--- src/rtl/tcam_match_enumerator.sv ---
// Walks a captured TCAM hit vector and hands out every matching entry index,
// lowest first, over a valid/ready interface, with match count and no-match pulse.
module tcam_match_enumerator #(
   parameter int ENTRIES = 16,
   parameter int IDX_W   = 4
) (
   input  logic               clk,
   input  logic               reset,
   input  logic               hits_valid,
   input  logic [ENTRIES-1:0] hits,
   input  logic               flush,
   output logic               busy,
   output logic               idx_valid,
   output logic [IDX_W-1:0]   idx,
   output logic               idx_last,
   input  logic               idx_ready,
   output logic               no_match,
   output logic [IDX_W:0]     match_count
);

   typedef enum logic [0:0] {
      IDLE = 1'b0,
      EMIT = 1'b1
   } state_t;

   state_t             state_q, state_d;
   logic [ENTRIES-1:0] pending_q, pending_d;
   logic [IDX_W:0]     count_q, count_d;
   logic               no_match_q, no_match_d;
   logic [IDX_W-1:0]   low_idx_s;
   logic               single_s;

   function automatic logic [IDX_W:0] popcount(input logic [ENTRIES-1:0] v);
      logic [IDX_W:0] cnt;
      cnt = '0;
      for (int i = 0; i < ENTRIES; i++) begin
         cnt = cnt + (IDX_W+1)'(v[i]);
      end
      return cnt;
   endfunction

   // Scan from the top so the lowest set bit is the last one written.
   function automatic logic [IDX_W-1:0] lowest_index(input logic [ENTRIES-1:0] v);
      logic [IDX_W-1:0] res;
      res = '0;
      for (int i = ENTRIES - 1; i >= 0; i--) begin
         if (v[i]) begin
            res = IDX_W'(i);
         end else begin
            res = res;
         end
      end
      return res;
   endfunction

   // Index and last flag derived purely from registered pending state.
   always_comb begin
      low_idx_s = lowest_index(pending_q);
      single_s  = (pending_q != '0) && ((pending_q & (pending_q - ENTRIES'(1))) == '0);
   end

   // Next-state logic: capture in IDLE, pop or flush in EMIT.
   always_comb begin
      state_d    = state_q;
      pending_d  = pending_q;
      count_d    = count_q;
      no_match_d = 1'b0;
      case (state_q)
         IDLE: begin
            if (hits_valid && !flush) begin
               count_d = popcount(hits);
               if (hits != '0) begin
                  pending_d = hits;
                  state_d   = EMIT;
               end else begin
                  no_match_d = 1'b1;
               end
            end else begin
               state_d = IDLE;
            end
         end
         EMIT: begin
            if (flush) begin
               pending_d = '0;
               state_d   = IDLE;
            end else if (idx_ready) begin
               pending_d = pending_q & (pending_q - ENTRIES'(1));
               if (single_s) begin
                  state_d = IDLE;
               end else begin
                  state_d = EMIT;
               end
            end else begin
               state_d = EMIT;
            end
         end
         default: begin
            pending_d = '0;
            state_d   = IDLE;
         end
      endcase
   end

   // State registers with synchronous reset.
   always_ff @(posedge clk) begin
      if (reset) begin
         state_q    <= IDLE;
         pending_q  <= '0;
         count_q    <= '0;
         no_match_q <= 1'b0;
      end else begin
         state_q    <= state_d;
         pending_q  <= pending_d;
         count_q    <= count_d;
         no_match_q <= no_match_d;
      end
   end

   assign busy        = (state_q == EMIT);
   assign idx_valid   = (state_q == EMIT);
   assign idx         = low_idx_s;
   assign idx_last    = (state_q == EMIT) && single_s;
   assign no_match    = no_match_q;
   assign match_count = count_q;

endmodule

--- config.mk ---
export PLATFORM = sky130hd
export DESIGN_NAME = tcam_match_enumerator
export DESIGN_NICKNAME = d
export VERILOG_FILES = /design/src/rtl/tcam_match_enumerator.sv
export SDC_FILE = /design/constraint.sdc
export NUM_CORES = 1
export LEC_CHECK = 0
export ABC_AREA = 1
export BUFFER_PORTS_ARGS = -buffer_cell sky130_fd_sc_hd__buf_2
export CORE_AREA = 3 3 69 78
export CTS_BUF_LIST = sky130_fd_sc_hd__clkbuf_4
export CTS_CLUSTER_DIAMETER = 80
export CTS_CLUSTER_SIZE = 8
export DETAILED_ROUTE_END_ITERATION = 8
export DIE_AREA = 0 0 72 81
export HOLD_SLACK_MARGIN = 0.12
export PLACE_DENSITY = 0.7
export SYNTH_ARGS = -nofsm -noshare
export SYNTH_HDL_FRONTEND = slang
export SYNTH_SLANG_ARGS = --single-unit
--- constraint.sdc ---
create_clock -name clk -period 4.87 [get_ports clk]
set_clock_uncertainty 0.15 [all_clocks]
set_input_delay 0.7305 -clock clk [delete_from_list [all_inputs] [get_ports clk]]
set_output_delay 0.7305 -clock clk [all_outputs]
set_load 0.05 [all_outputs]
==> run_results.csv <==
group,metric,value,unit
status,outcome,"finished, final reports clean",
grt,grt_pass1_vias,1767,
synthesis,ys.flop_type,"dfxtp_1",
clock_tree,clkSinkCount,23,
detailed_routing,first_pass_iters,4,
detailed_routing,vias,1864,
grt,antenna_found_initial,0,
power_and_ir_drop,peakVddDrop,0.000198,V
synthesis,yosysSeqAreaShare,25.1,%
synthesis,synth_mux_area_share,0,%
synthesis,synth_compound_area_share,17.8,%
setup_path,crit_chain,"buf_2 > inv_1 > fa_1 > fa_1 > fa_1 > fa_1 > inv_1 > ha_1 > inv_1 > fa_1 > nor2_1 > o21ai_0 > a21oi_1",
clock_tree,cts_setup_buffers,0,
synthesis,yosys.area.top_type,"dfxtp_1",
synthesis,async_flop_share,0,%
clock_tree,cts_resized,0,
layout,multi_input_area,1130,sq um
synthesis,synthesis.area,1840,sq um
grt,grt_use_met3,2.23,%
setup_path,rr_worst_depth,8,
run,drv_cap,0,
placement,gp_congestion,0.861,
clock_tree,h-tree-depth,1,
layout,seqCellArea,460,sq um
synthesis,synth_xor_area_share,0.477,%
clock_tree,cts_tree,"yes",
setup_path,cp_slowest_cell,"fa_1",
synthesis,synth_cell_type_count,34,
clock_tree,ctsLongestPathBuffers,2,
min_path,hp-class,"reg2reg",
layout,final_util,44.3,%
setup_path,max_stage_delay,560,ps
synthesis,synth-adder-area-share,15.0,%
setup_path,crit_required,4980,ps
timing,min_period,3750,ps
grt,met2_usage,31.3,%
setup_path,cp-start-kind,"input pin",
clock_tree,insertion_delay,310,ps
timing,slew_viol_final,0,
min_path,hp-start,"match_count[4]",
clock_tree,clockRootBuffer,"clkbuf_4",
timing,max_slew.worst_pin.slew,550,ps
timing,max_freq,0.267,GHz
setup_path,regToRegStartpoint,"busy",
floorplan,die_y,81,um
min_path,worstHoldPathCells,2,
timing,finalSetupViolCount,0,
detailed_routing,drt_wl_total,4770,um
grt,top_usage_layer,"met2",
clock_tree,clk_pin_slew,140,ps
synthesis,ys_top_cells_by_area,"dfxtp_1 (25%), fa_1 (11%), inv_1 (10%)",
setup_path,end_kind,"flop",
timing,fin_crit_sh,76.9,%
floorplan,fp.coreArea,4650,sq um
timing,tns,0,ps
detailed_routing,wl_per_cell,13.1,um
floorplan,ios,34,
power_and_ir_drop,power_density,331,nW/um^2
timing,slew_headroom,63.3,%
grt,grt_use_total,17.5,%
synthesis,synth_simple_gate_area_share,28.3,%
timing,finalHoldViolCount,0,
synthesis,ys_ff_latch,23,
synthesis,synth_fp_nets,312,
synthesis,syn_area_per_cell,6.68,sq um
grt,grt_pass1_wl,8040,um
grt,grt_overflow,0,
setup_path,critPathArrivalTime,3860,ps
setup_path,worstReg2RegEnd,"pending_q[5]",
detailed_routing,drt_iter0_drc,99,
layout,finalNetCount,345,
clock_tree,cts_buffers,3,
synthesis,synth_warnings,0,
min_path,whs_endpoint,"match_count[4]",
synthesis,syn_inst,275,
detailed_routing,drc,0,
floorplan,rows,26,
setup_path,cp_max_fo,2,
layout,antenna_cells,0,
detailed_routing,vias_per_cell,5.13,
clock_tree,ctsHoldBuffers,0,
setup_path,r2r_slack,2840,ps
layout,num-fill-cells,502,
synthesis,synth_top_area_share,25.1,%
detailed_routing,ant_nets,0,
placement,dp_hpwl,3920,um
floorplan,die_w,72,um
layout,area.growth.synth_to_final,12.2,%
setup_path,path_class,"in2reg",
power_and_ir_drop,p_leak,0.00104,uW
floorplan,start_util,39.5,%
setup_path,cp_common_cell,"fa_1",
synthesis,synth_edf_count,0,
placement,portBuffers,33,
timing,rsz0062_at_grt,"false",
grt,grt_max_degree,20,
layout,layout-drive-gt1-share,16.6,%
grt,grt_util_met1,21.2,%
synthesis,synth_top_family_by_area,"simple AND/OR/NAND/NOR gates",
floorplan,dieArea,5830,sq um
==> worst max-delay path, delay by kind of cell <==
kind | cells | cell delay [ps]
AO/OA/AOI/OAI | 2 | 210
adder cells (fa/ha/maj) | 6 | 2520
buffers and inverters | 4 | 270
AND/OR/NAND/NOR | 1 | 120
==> layout by cell type, fill, tap and decap left out, types with 2 or more instances in the layout <==
cell type | netlist | layout
o22ai_1 | 5 | 5
dfxtp_1 | 23 | 23
nand2_1 | 44 | 44
inv_2 | 2 | 2
inv_1 | 49 | 49
nand3_1 | 14 | 14
buf_2 | 1 | 33
a21oi_1 | 23 | 23
fa_1 | 10 | 10
a21boi_0 | 2 | 2
nor3_1 | 2 | 2
nand4_1 | 2 | 2
ha_1 | 6 | 6
nand2_2 | 3 | 3
nor2_4 | 2 | 2
nor4_2 | 2 | 2
o21ai_0 | 24 | 24
clkbuf_4 | 0 | 3
nor2_1 | 44 | 44
==> routing by layer <==
layer	share of wire (%)	wire length (um)	vias up
met5	0	0	-
met4	2.6	126	0
met3	4.4	212	10
met2	50	2390	52
met1	43	2040	863
li1	-	-	939
==> where the power goes <==
group | internal, uW | total, uW | switching, uW
Clock | 30.7 | 91.6 | 60.9
Combinational | 128 | 368 | 239
Sequential | 206 | 223 | 17.8
Total | 365 | 683 | 318
==> synth_stat cells, types with 2 or more instances <==
cell      count
o22ai_1       5
nor3_1        2
o21ai_0      24
fa_1         10
nor2_4        2
clkbuf_1      2
nand2_2       3
ha_1          6
nand4_1       2
inv_2         2
nor2_1       44
dfxtp_1      23
nand3_1      14
a21oi_1      23
nand2_1      44
a21boi_0      2
nor4_2        2
inv_1        49
==> sequential cells by signal, summed over array words and instances (netlist names) <==
signal,flops
busy,1
match_count,5
no_match,1
pending_q,16
==> layout make-up <==
class / count / area share, %
Sequential cell: 23 / 22.3
Clock buffer: 3 / 1.09
Inverter: 52 / 9.59
Clock inverter: 1 / 0.243
Tap cell: 56 / 3.40
Timing Repair Buffer: 34 / 8.38
Multi-Input combinational cell: 194 / 54.9
==> kinds of logic after synthesis <==
family,count (synthesis)
xor gates and xnor gates,1
adders and majority gates,16
and+or+nand+nor,117
buffers and inverters,58
DFF,23
AOI/OAI and AO/OA,60
==> through the flow <==
stage	area (sq um)	setup slack, ps	total power, uW	std cells	hold WS, ps
2_1_floorplan	1840	1060	504	275	320
3_3_place_gp	2030	866	585	359	322
3_5_place_dp	2030	829	594	359	322
4_1_cts	2060	1140	685	363	347
5_1_grt	2060	991	746	363	368
6_report	2060	1120	683	363	350
==> worst max path at each step <==
stage	startpoint	to
floorplan	hits[0]	match_count[4]
global placement	hits[0]	match_count[4]
detailed placement	hits[0]	match_count[4]
CTS	hits[0]	match_count[4]
global route	hits[0]	match_count[4]
finish	hits[0]	match_count[4]
Power figures use the tool's default switching activity.
